### config.mk
export PLATFORM = sky130hd
export DESIGN_NAME = bin2bcd_seq
export DESIGN_NICKNAME = d
export VERILOG_FILES = /design/src/rtl/bin2bcd_seq.sv
export SDC_FILE = /design/constraint.sdc
export NUM_CORES = 1
export LEC_CHECK = 0
export BUFFER_PORTS_ARGS = -buffer_cell sky130_fd_sc_hd__buf_2
export CORE_UTILIZATION = 45
export DETAILED_ROUTE_END_ITERATION = 7
export GPL_ROUTABILITY_DRIVEN = 0
export PLACE_DENSITY = 0.65
export SYNTH_ARGS = -nofsm -noshare
export SYNTH_HDL_FRONTEND = slang
export SYNTH_SLANG_ARGS = --single-unit
### constraint.sdc
create_clock -name clk -period 1.6 [get_ports clk]
set_input_delay 0.16 -clock clk [delete_from_list [all_inputs] [get_ports clk]]
set_output_delay 0.16 -clock clk [all_outputs]
set_load 0.005 [all_outputs]
### src/rtl/bin2bcd_seq.sv
// Sequential binary-to-BCD converter: shift-add-3 (double dabble), one input bit per clock, MSB first.
// Optional `BIN2BCD_OVERFLOW_EN enables a registered overflow flag; otherwise overflow is tied low.
module bin2bcd_seq #(
    parameter int WIDTH  = 8,
    parameter int DIGITS = 3
) (
    input  logic                  clk,
    input  logic                  rst,
    input  logic                  start,
    input  logic [WIDTH-1:0]      binary,
    output logic [4*DIGITS-1:0]   bcd,
    output logic                  busy,
    output logic                  done,
    output logic                  overflow
);

    localparam int SW = 4 * DIGITS;
    localparam int CW = $clog2(WIDTH + 1);

    typedef enum logic [0:0] {
        IDLE  = 1'b0,
        SHIFT = 1'b1
    } state_t;

    state_t            state, state_nx;
    logic              accept;
    logic              last;
    logic [WIDTH-1:0]  bin_sr;
    logic [WIDTH-1:0]  bin_nx;
    logic [SW-1:0]     scratch;
    logic [SW-1:0]     scratch_nx;
    logic [CW-1:0]     cnt;

    // Correct every BCD digit that would exceed 9 after the next doubling.
    function automatic logic [SW-1:0] dabble_adjust(input logic [SW-1:0] s);
        logic [SW-1:0] r;
        r = s;
        for (int i = 0; i < DIGITS; i++) begin
            if (s[4*i +: 4] >= 4'd5)
                r[4*i +: 4] = s[4*i +: 4] + 4'd3;
        end
        return r;
    endfunction

    assign bin_nx = {bin_sr[WIDTH-2:0], 1'b0};

`ifdef BIN2BCD_OVERFLOW_EN
    logic [SW:0] grown;
    logic        carry_out;
    logic        ovf_flag;

    assign grown      = {dabble_adjust(scratch), bin_sr[WIDTH-1]};
    assign scratch_nx = grown[SW-1:0];
    assign carry_out  = grown[SW];
`else
    // Bit leaving the top digit is dropped, giving value mod 10^DIGITS.
    assign scratch_nx = SW'({dabble_adjust(scratch), bin_sr[WIDTH-1]});
`endif

    assign busy = (state == SHIFT);

    always_ff @(posedge clk or posedge rst) begin
        if (rst)
            state <= IDLE;
        else
            state <= state_nx;
    end

    always_comb begin
        state_nx = state;
        accept   = 1'b0;
        last     = 1'b0;
        case (state)
            IDLE: begin
                if (start) begin
                    accept   = 1'b1;
                    state_nx = SHIFT;
                end
            end
            SHIFT: begin
                last = (cnt == CW'(WIDTH - 1));
                if (last)
                    state_nx = IDLE;
            end
            default: state_nx = IDLE;
        endcase
    end

    always_ff @(posedge clk or posedge rst) begin
        if (rst) begin
            bin_sr  <= '0;
            scratch <= '0;
            cnt     <= '0;
            bcd     <= '0;
            done    <= 1'b0;
        end else begin
            done <= 1'b0;
            if (accept) begin
                bin_sr  <= binary;
                scratch <= '0;
                cnt     <= '0;
            end else if (state == SHIFT) begin
                bin_sr  <= bin_nx;
                scratch <= scratch_nx;
                cnt     <= cnt + CW'(1);
                // bcd only ever sees the finished result.
                if (last) begin
                    bcd  <= scratch_nx;
                    done <= 1'b1;
                end
            end
        end
    end

`ifdef BIN2BCD_OVERFLOW_EN
    always_ff @(posedge clk or posedge rst) begin
        if (rst) begin
            ovf_flag <= 1'b0;
            overflow <= 1'b0;
        end else if (accept) begin
            ovf_flag <= 1'b0;
        end else if (state == SHIFT) begin
            ovf_flag <= ovf_flag | carry_out;
            if (last)
                overflow <= ovf_flag | carry_out;
        end
    end
`else
    assign overflow = 1'b0;
`endif

endmodule
==> summary.md, run 1 <==
| Metric | Value |
|---|---|
| CTS Buffer Depth | `2` |
| First-pass GRT wire length | `5.99 mm` |
| Crit Path Category | `register to register` |
| Largest cells by area after synthesis | `dfrtp_1 (53%), o21ai_0 (6.9%), mux2i_1 (5.5%), ha_1 (4.8%), nand2_1 (4.8%)` |
| Root Buffer | `clkbuf_8` |
| Gate power share | `0.449` |
| Post-synth top flop | `dfrtp_1` |
| Post-Place Cell Area | `1990 um^2` |
| Number of top-level pins | `26` |
| Startpoint Class | `register` |
| DRT Pass-1 Iters | `4` |
| Worst hold path type | `input port to register` |
| Async set-reset flop share out of synthesis | `1.00` |
| Clk_lat worst skew | `around 0.29 ns` |
| Final ANT Viol Nets | `0` |
| Final Routed Wirelength | `3.40 mm` |
| Setup Skew | `between 0.002 and 0.003 ns` |
| Iteration-0 DRC count of the detailed router | `42` |
| Register Area | `951 um^2` |
| Hold WS | `between 0.1 and 0.15 ns` |
| Number of I/O port buffers | `24` |
| Arr. time, crit path | `1.73 ns` |
| Reg clk slew, reported paths | `0.06 ns` |
| Fin crit share | `0.972` |
| Initial antenna violation count | `0` |
| Synth top area share | `0.525` |
| Leakage | `1.04 nW` |
| Fill cells | `~340` |
| Vias in the first global route | `1306` |
| Core region area | `about 3800 um^2` |
| CTS H-tree lvls | `2` |
| Via/cell ratio | `between 5 and 6` |
| Remaining DRCs | `0` |
| Max FO, Critical Path | `4` |
| Area of the multi-input gates | `slightly below 800 um^2` |
| CTS tree | `done` |
| PwrDens | `2010 nW/um^2` |
| Syn-to-layout area delta | `16.2%` |
| R2R Setup Slk | `0.04 ns` |
| Largest net degree at the start of global routing | `39` |
| Crit path capture type | `register` |
| Max-Cap Viols | `0` |
| EDFF count, synth | `0` |
| NetSw | `1.59 mW` |
| Die span in y | `65.4 um` |
| Sequential area share after synthesis | `0.525` |
| Aggregate global-route resource usage | `0.192` |
| DIE AREA | `4280 um^2` |
| Clock buffer count from CTS | `5` |
| Fmax | `0.643 GHz` |
| Design Power | `4.22 mW` |
| Initial Utilization | `0.480` |
| Clk pwr share | `0.142` |
| Final core occ | `0.558` |
| Outcome | `finished clean` |
| Maximum vdd drop | `roughly 0.85 mV` |
| Power Internal | `about 2.6 mW` |
| Count leader, synth | `dfrtp_1` |
| Crit-path cells | `ha_2, nand2b_1, a21oi_2, buf_4, xnor2_1, mux2_2` |
| GR Overflow Total | `0` |
| Fin. max-slew vios | `0` |
| DR WL/cell | `13.6 um` |
| Sequential share of power | `0.409` |
| Chip Width | `65.4 um` |
| Final net count | `221` |
| Largest delay share family, worst path | `flip-flops` |
| Required @ worst endpoint | `1.77 ns` |
| Switch share | `0.377` |
| Fraction of layout cells with a size suffix above 1 | `0.261` |
| Post-route cell area | `2100 um^2` |
| # setup viols final | `0` |
| Post-synth top cells | `dfrtp_1 (38), o21ai_0 (25), nand2_1 (23)` |
| Biggest area consumer among synthesized cells | `dfrtp_1` |
| Mapped Avg Cell Area | `10.6 um^2` |
| Nets in the synthesized netlist | `189` |
| Total number of placement rows | `22` |
| Dpl hpwl | `2.40 mm` |
| CTS Sinks | `38` |
| Worst Path Buf+Inv | `1` |
| Inserted Diodes | `0` |
| FF+latch count, synth | `38` |
| Post-Synthesis Cell Area | `1810 um^2` |
| Via count | `around 1300` |
| Crit path largest cell delay | `0.43 ns` |
| Final hold viol count | `0` |
| Yosys cell types | `30` |
| Mapped Cells | `171` |
| Yosys warning count | `0` |
| Critical-path top delay cell | `dfrtp_1` |
| Post-route minimum period | `~1.6 ns` |
## tightest hold or removal path, stage by stage
cell and delay, ns:
buf_2 0.08, mux2i_1 0.06, nor2_1 0.08
## power by group through the flow
stage	combinational (mW)	sequential, mW	clock [mW]
floorplan	1.36	1.67	0
detailed placement	1.83	1.74	0
CTS	1.84	1.73	0.623
global placement	1.74	1.71	0
global route	2.16	1.79	0.662
finish	1.90	1.73	0.599
## flip-flops by register name, indices dropped and copies added, names as in the netlist
name	flops
busy	1
cnt	4
scratch	12
bcd	12
bin_sr	8
done	1
## area by class of cell
| class | count | share of cell area |
|---|---|---|
| Inverter | 10 | 0.0178 |
| Multi-Input combinational cell | 115 | 0.375 |
| Timing Repair Buffer | 33 | 0.0904 |
| Sequential cell | 38 | 0.452 |
| Clock buffer | 7 | 0.0363 |
| Tap cell | 48 | 0.0285 |
## per-stage QoR
step	std cells	worst slack, ns	TNS, ns
finish	251	0.0445	0
global route	251	-0.0345	-0.0411
CTS	250	0.0152	0
detailed placement	242	0.0627	0
global placement	242	0.124	0
floorplan	171	0.155	0
## cell families (layout without fill, tap and decap cells)
group,count (synthesis),count (layout),share of synthesized area
and+or+nand+nor,43,43,0.120
adders and majority gates,7,7,0.0484
other,1,1,0.00207
muxes,15,15,0.0905
buffers and inverters,18,50,0.0491
AOI/OAI and AO/OA,46,46,0.150
xor gates and xnor gates,3,3,0.0145
DFF,38,38,0.525
## metal layers
layer	GRT usage	vias up	share of wire
met5	0	-	0
met4	0.106	0	0.022
met3	0.0417	7	0.027
met2	0.323	23	0.49
met1	0.225	597	0.46
li1	-	645	-
## placed cells by master, fill, tap and decap left out, drive strengths merged, types with 2 or more instances in the layout
cell and count:
nand2 23, mux2i 10, ha 7, o21ai 25, a21o 4, a22o 4, xnor2 3, nand2b 4
clkbuf 7, nor3b 3, and2 2, a21oi 11, nor3 2, dfrtp 38, buf 32, inv 10
mux2 5, nor2 5, or3 2
## path summary, 6_finish.rpt
kind	from	endpoint	depth (start not counted)
hold reg to reg	bcd[0]	bcd[0]	2
max in group asynchronous	rst	scratch[0]	4
hold / removal	binary[0]	bin_sr[0]	3
setup / recovery	scratch[4]	bcd[5]	6
setup reg to reg	scratch[4]	bcd[5]	6
min in group asynchronous	rst	bin_sr[0]	4
## what timing repair did
| action | 4_1_cts | 5_1_grt |
|---|---|---|
| gates resized for setup | 0 | 8 |
| buffers inserted | 0 | 1 |
| hold buffers | 1 | 0 |
| endpoints found under the hold margin | 38 | 0 |
| endpoints found under the setup margin | 0 | 2 |
Power figures use the tool's default switching activity.
==> run 2, diff against run 1 <==
ABC_AREA = 1   (was unset)
clock period = 1.9 ns   (was 1.6 ns; I/O delays follow)
==> summary.md, run 2 <==
| Metric | Value |
|---|---|
| Most frequent cells in the layout | `nand2_1 (72), dfrtp_1 (38), buf_2 (24), inv_1 (23), nand3_1 (22)` |
| CTS Buffer Depth | `2` |
| Synth top area share | `0.522` |
| DP Cell Count | `279` |
| Design Power | `about 3.6 mW` |
| Nets in the synthesized netlist | `228` |
| Outcome | `complete, but fails checks` |
| Vias in the first global route | `1447` |
| Number of I/O port buffers | `24` |
| Async set-reset flop share out of synthesis | `1.00` |
| Final ANT Viol Nets | `0` |
| Register Area | `951 um^2` |
| Largest delay share family, worst path | `flip-flops` |
| CTS tree | `done` |
| Sequential area share after synthesis | `0.522` |
| GR Overflow Total | `0` |
| Leakage | `1.10 nW` |
| Leading cell type in the layout, fill and taps excluded | `nand2_1` |
| Core region area | `3770 um^2` |
| Max FO, Critical Path | `10` |
| Syn-to-layout area delta | `14.6%` |
| Initial Utilization | `0.483` |
| First-pass GRT wire length | `6.27 mm` |
| Dpl hpwl | `about 2.4 mm` |
| Cells on worst reg2reg path | `8` |
| Mapped Cells | `between 200 and 250` |
| Crit path capture type | `output port` |
| Pre-CTS setup slack | `0.519 ns` |
| Area of the multi-input gates | `722 um^2` |
| Mapped Avg Cell Area | `8.67 um^2` |
| Setup Skew | `0.00488 ns` |
| Worst Path Buf+Inv | `2` |
| Crit Path Category | `register to output port` |
| Clk_lat worst skew | `0.29 ns` |
| Final net count | `256` |
| DRT Pass-1 Iters | `6` |
| Iteration-0 DRC count of the detailed router | `94` |
| Fraction of layout cells with a size suffix above 1 | `0.176` |
| Startpoint Class | `register` |
| Unrepaired setup endpoints after global routing | `false` |
| Via/cell ratio | `5.08` |
| Worst R2R End | `scratch[5]` |
| Total number of placement rows | `22` |
| Fin. max-slew vios | `0` |
| Hold WS | `-0.00533 ns` |
| Required @ worst endpoint | `around 1.7 ns` |
| Post-Place Cell Area | `1980 um^2` |
| EDFF count, synth | `0` |
| Critical-path top delay cell | `dfrtp_1` |
| Initial antenna violation count | `0` |
| Arr. time, crit path | `1.22 ns` |
| Max-Cap Viols | `0` |
| Yosys cell types | `24` |
| Inserted Diodes | `0` |
| Final core occ | `0.553` |
| TNS Setup | `0 ns` |
| Leading registers by flop count | `bcd: 12 flops, scratch: 12 flops, bin_sr: 8 flops` |
| Remaining DRCs | `0` |
| Fill cells | `360` |
| Final Routed Wirelength | `3.62 mm` |
| DIE AREA | `around 4300 um^2` |
| Fmax | `0.708 GHz` |
| Post-synth top flop | `dfrtp_1` |
| Post-Synthesis Cell Area | `1820 um^2` |
| Biggest area consumer among synthesized cells | `dfrtp_1` |
| Number of top-level pins | `26` |
| R2R Path Start | `scratch[4]` |
| Post-route minimum period | `1.41 ns` |
| CTS Sinks | `38` |
| Maximum vdd drop | `0.821 mV` |
| Aggregate global-route resource usage | `0.194` |
| Count leader, synth | `nand2_1` |
| Post CTS Setup Buffer Count | `0` |
| Crit path largest cell delay | `0.55 ns` |
| Yosys warning count | `0` |
| Chip Width | `65.6 um` |
| Failing checks | `negative hold slack` |
| Clock buffer count from CTS | `5` |
| Post_cts resized | `0` |
| PwrDens | `about 1700 nW/um^2` |
| Die span in y | `65.6 um` |
| Post-route cell area | `around 2100 um^2` |
| Final hold viol count | `14` |
| FF+latch count, synth | `38` |
| Hold_buf cts | `0` |
| R2R Setup Slk | `0.52 ns` |
| Largest cells by area after synthesis | `dfrtp_1 (52%), nand2_1 (15%), nand3_1 (6.0%), ha_1 (4.8%), inv_1 (4.7%)` |
| DR WL/cell | `approximately 13 um` |
| Fin crit share | `0.743` |
| Setup ws final | `0.487 ns` |
| # setup viols final | `0` |
| Via count | `between 1000 and 1500` |
| CTS H-tree lvls | `2` |
| Reg clk slew, reported paths | `roughly 0.070 ns` |
| Worst hold path type | `input port to asynchronous set/reset pin` |
| Post-synth top cells | `nand2_1 (72), dfrtp_1 (38), inv_1 (23)` |
| Root Buffer | `clkbuf_8` |
| Finished Layout Cells | `287` |
| Largest net degree at the start of global routing | `39` |
| Crit-path cells | `buf_4, buf_2` |
[run 2: cell count changes in the layout (fill, tap and decap cells not counted), sizes merged, moves of 4 or more]
cell / change
nand2: +50
nand3: +22
inv: +15
o21ai: -15
a21oi: -10
mux2i: -9
nand4: +6
mux2: -5
a21o: -4
buf: -4
nand2b: -4
o221ai: +4
[run 2: power breakdown]
group	switching, mW	internal, mW
clock	0.282	0.366
sequential	0.258	1.17
combinational	0.952	0.608
total	1.49	2.15
[run 2: how the worst max path moves through the flow]
stage	start	endpoint	slack, ns	cells past startpoint
2_1_floorplan	cnt[0]	bcd[4]	0.71	7
3_3_place_gp	scratch[4]	bcd[5]	0.57	8
3_5_place_dp	busy	bin_sr[4]	0.52	5
4_1_cts	busy	busy	0.47	2
5_1_grt	scratch[4]	scratch[5]	0.37	8
6_report	busy	busy	0.49	2
[run 2: cells by family (layout without fill, tap and decap cells)]
logic type,after synthesis,count (layout),share of synthesized area
buffers and inverters,32,61,0.0811
AND/OR/NAND/NOR,108,108,0.257
other,1,1,0.00206
adder cells (fa/ha/maj),7,7,0.0481
multiplexers,1,1,0.00550
AO/OA/AOI/OAI,23,23,0.0838
flip-flops,38,38,0.522
[run 2: per-layer routing]
layer,GRT usage,share of wire,vias up
li1,-,-,738
met1,0.250,0.50,677
met2,0.307,0.44,35
met3,0.0451,0.037,9
met4,0.0870,0.022,0
met5,0,0,-
[run 2: layout make-up]
class / instances / area share
Inverter: 25 / 0.0450
Timing Repair Buffer: 28 / 0.0719
Sequential cell: 38 / 0.456
Multi-Input combinational cell: 140 / 0.346
Tap cell: 48 / 0.0288
Clock buffer: 8 / 0.0528
[run 2: tightest hold or removal path, stage by stage]
cell and delay [ns]:
buf_2 0.09, inv_1 0.04, buf_4 0.40
==> run 3, diff against run 2 <==
clock period = 1.42 ns   (was 1.9 ns; I/O delays follow)
==> summary.md, run 3 (synthesized netlist as in run 2, its figures left out) <==
| Metric | Value |
|---|---|
| CTS Sinks | `38` |
| Post-route minimum period | `about 1.3 ns` |
| Required @ worst endpoint | `around 1.3 ns` |
| CTS H-tree lvls | `2` |
| Setup Skew | `0.0101 ns` |
| Number of top-level pins | `26` |
| Remaining DRCs | `0` |
| Iteration-0 DRC count of the detailed router | `74` |
| Max FO, Critical Path | `10` |
| Via/cell ratio | `4.75` |
| Arr. time, crit path | `about 1.2 ns` |
| Leakage | `around 1.1 nW` |
| Via count | `1397` |
| Dpl hpwl | `2.31 mm` |
| Crit path capture type | `output port` |
| Fin crit share | `0.924` |
| Final net count | `263` |
| Reg clk slew, reported paths | `0.07 ns` |
| Maximum vdd drop | `1.03 mV` |
| Clock buffer count from CTS | `5` |
| First-pass GRT wire length | `6.18 mm` |
| GR Overflow Total | `0` |
| DRT Pass-1 Iters | `4` |
| # setup viols final | `0` |
| Initial Utilization | `0.483` |
| Max-Cap Viols | `0` |
| Initial antenna violation count | `0` |
| Fin. max-slew vios | `0` |
| Total number of placement rows | `22` |
| Vias in the first global route | `~1400` |
| Outcome | `finished clean` |
| Unrepaired setup endpoints after global routing | `false` |
| Startpoint Class | `register` |
| Largest delay share family, worst path | `flip-flops` |
| Final Routed Wirelength | `between 3 and 4 mm` |
| Largest net degree at the start of global routing | `39` |
| CTS Buffer Depth | `2` |
| Final ANT Viol Nets | `0` |
| Syn-to-layout area delta | `17.9%` |
| Number of I/O port buffers | `24` |
| CTS tree | `done` |
| Leading cell type in the layout, fill and taps excluded | `nand2_1` |
| Crit-path cells | `buf_4, buf_2` |
| Die span in y | `between 60 and 70 um` |
| TNS Setup | `0 ns` |
| Fraction of layout cells with a size suffix above 1 | `0.199` |
| Crit Path Category | `register to output port` |
| Core region area | `3770 um^2` |
| DIE AREA | `4300 um^2` |
| Worst hold path type | `input port to register` |
| Most frequent cells in the layout | `nand2_1 (72), dfrtp_1 (38), buf_2 (24), inv_1 (23), nand3_1 (21)` |
| Critical-path top delay cell | `dfrtp_1` |
| DR WL/cell | `11.4 um` |
| Crit path largest cell delay | `0.50 ns` |
| Inserted Diodes | `0` |
| Aggregate global-route resource usage | `0.198` |
| Final core occ | `0.569` |
| Design Power | `4.91 mW` |
| Leading registers by flop count | `bcd: 12 flops, scratch: 12 flops, bin_sr: 8 flops` |
| Worst Path Buf+Inv | `2` |
| Final hold viol count | `0` |
| Fill cells | `350` |
| Root Buffer | `clkbuf_8` |
| Clk_lat worst skew | `0.29 ns` |
| Fmax | `0.762 GHz` |
| PwrDens | `2290 nW/um^2` |
| Chip Width | `about 66 um` |
==> run 3: changes by cell type in the layout (fill, tap and decap cells not counted) <==
cell / previous run / this run
nand3_1: 22 / 21
dlygate4sd3_1: 0 / 1
nand3_2: 0 / 1
o21ai_0: 9 / 8
buf_4: 4 / 10
o21ai_1: 0 / 1
==> run 3: area by class of cell <==
cell class / count / area [um^2] / share of cell area
well taps: 48 / 60.1 / 0.0280
repair buffers: 35 / 205 / 0.0956
inverters: 25 / 93.8 / 0.0437
multi-input cells: 140 / 727 / 0.339
clock buffers: 8 / 110 / 0.0513
flip-flops and latches: 38 / 951 / 0.443
==> run 3: what timing repair did <==
| action | in CTS | in global routing |
|---|---|---|
| hold buffers | 1 | 0 |
| setup buffers | 0 | 1 |
| setup endpoints to repair | 0 | 5 |
| gates resized for setup | 0 | 2 |
| endpoints found under the hold margin | 38 | 0 |
==> run 3: where the power goes <==
part | internal (mW) | switching, mW
Clock | 0.490 | 0.364
Combinational | 0.895 | 1.26
Sequential | 1.57 | 0.329
Total | 2.95 | 1.95
==> run 3: stage by stage <==
step / worst slack [ns] / hold slack (ns) / cells / instance area [um^2]
3_5_place_dp: 0.0832 / 0.280 / 284 / 2010
6_report: 0.108 / 0.0575 / 294 / 2150
3_3_place_gp: 0.0784 / 0.280 / 284 / 2010
4_1_cts: 0.0493 / 0.0481 / 293 / 2130
2_1_floorplan: 0.228 / 0.269 / 210 / 1820
5_1_grt: 0.00172 / 0.0438 / 294 / 2150
==> run 3: layer usage <==
layer  part of all wire  routed length, um  GRT usage  up-vias
li1                   -                  -          -      753
met1               0.52               1740      0.268      609
met2               0.42               1410      0.293       29
met3              0.044                149     0.0677        6
met4              0.018                 59     0.0734        0
met5                  0                  0          0        -
==> run 3: worst min-delay path: cells and delay by family <==
kind | cells | cell delay, ns
AND/OR/NAND/NOR | 1 | 0.04
AO/OA/AOI/OAI | 1 | 0.05
buffers and inverters | 1 | 0.07
==> run 3: final timing paths <==
path / start / to / slack, ns / depth (start not counted)
max in group asynchronous: rst / scratch[0] / 0.60 / 4
setup / recovery: busy / busy / 0.11 / 2
setup reg to reg: scratch[4] / bcd[5] / 0.15 / 7
hold / removal: binary[3] / bin_sr[3] / 0.06 / 3
hold reg to reg: bcd[11] / bcd[11] / 0.46 / 2
min in group asynchronous: rst / scratch[8] / 0.49 / 4
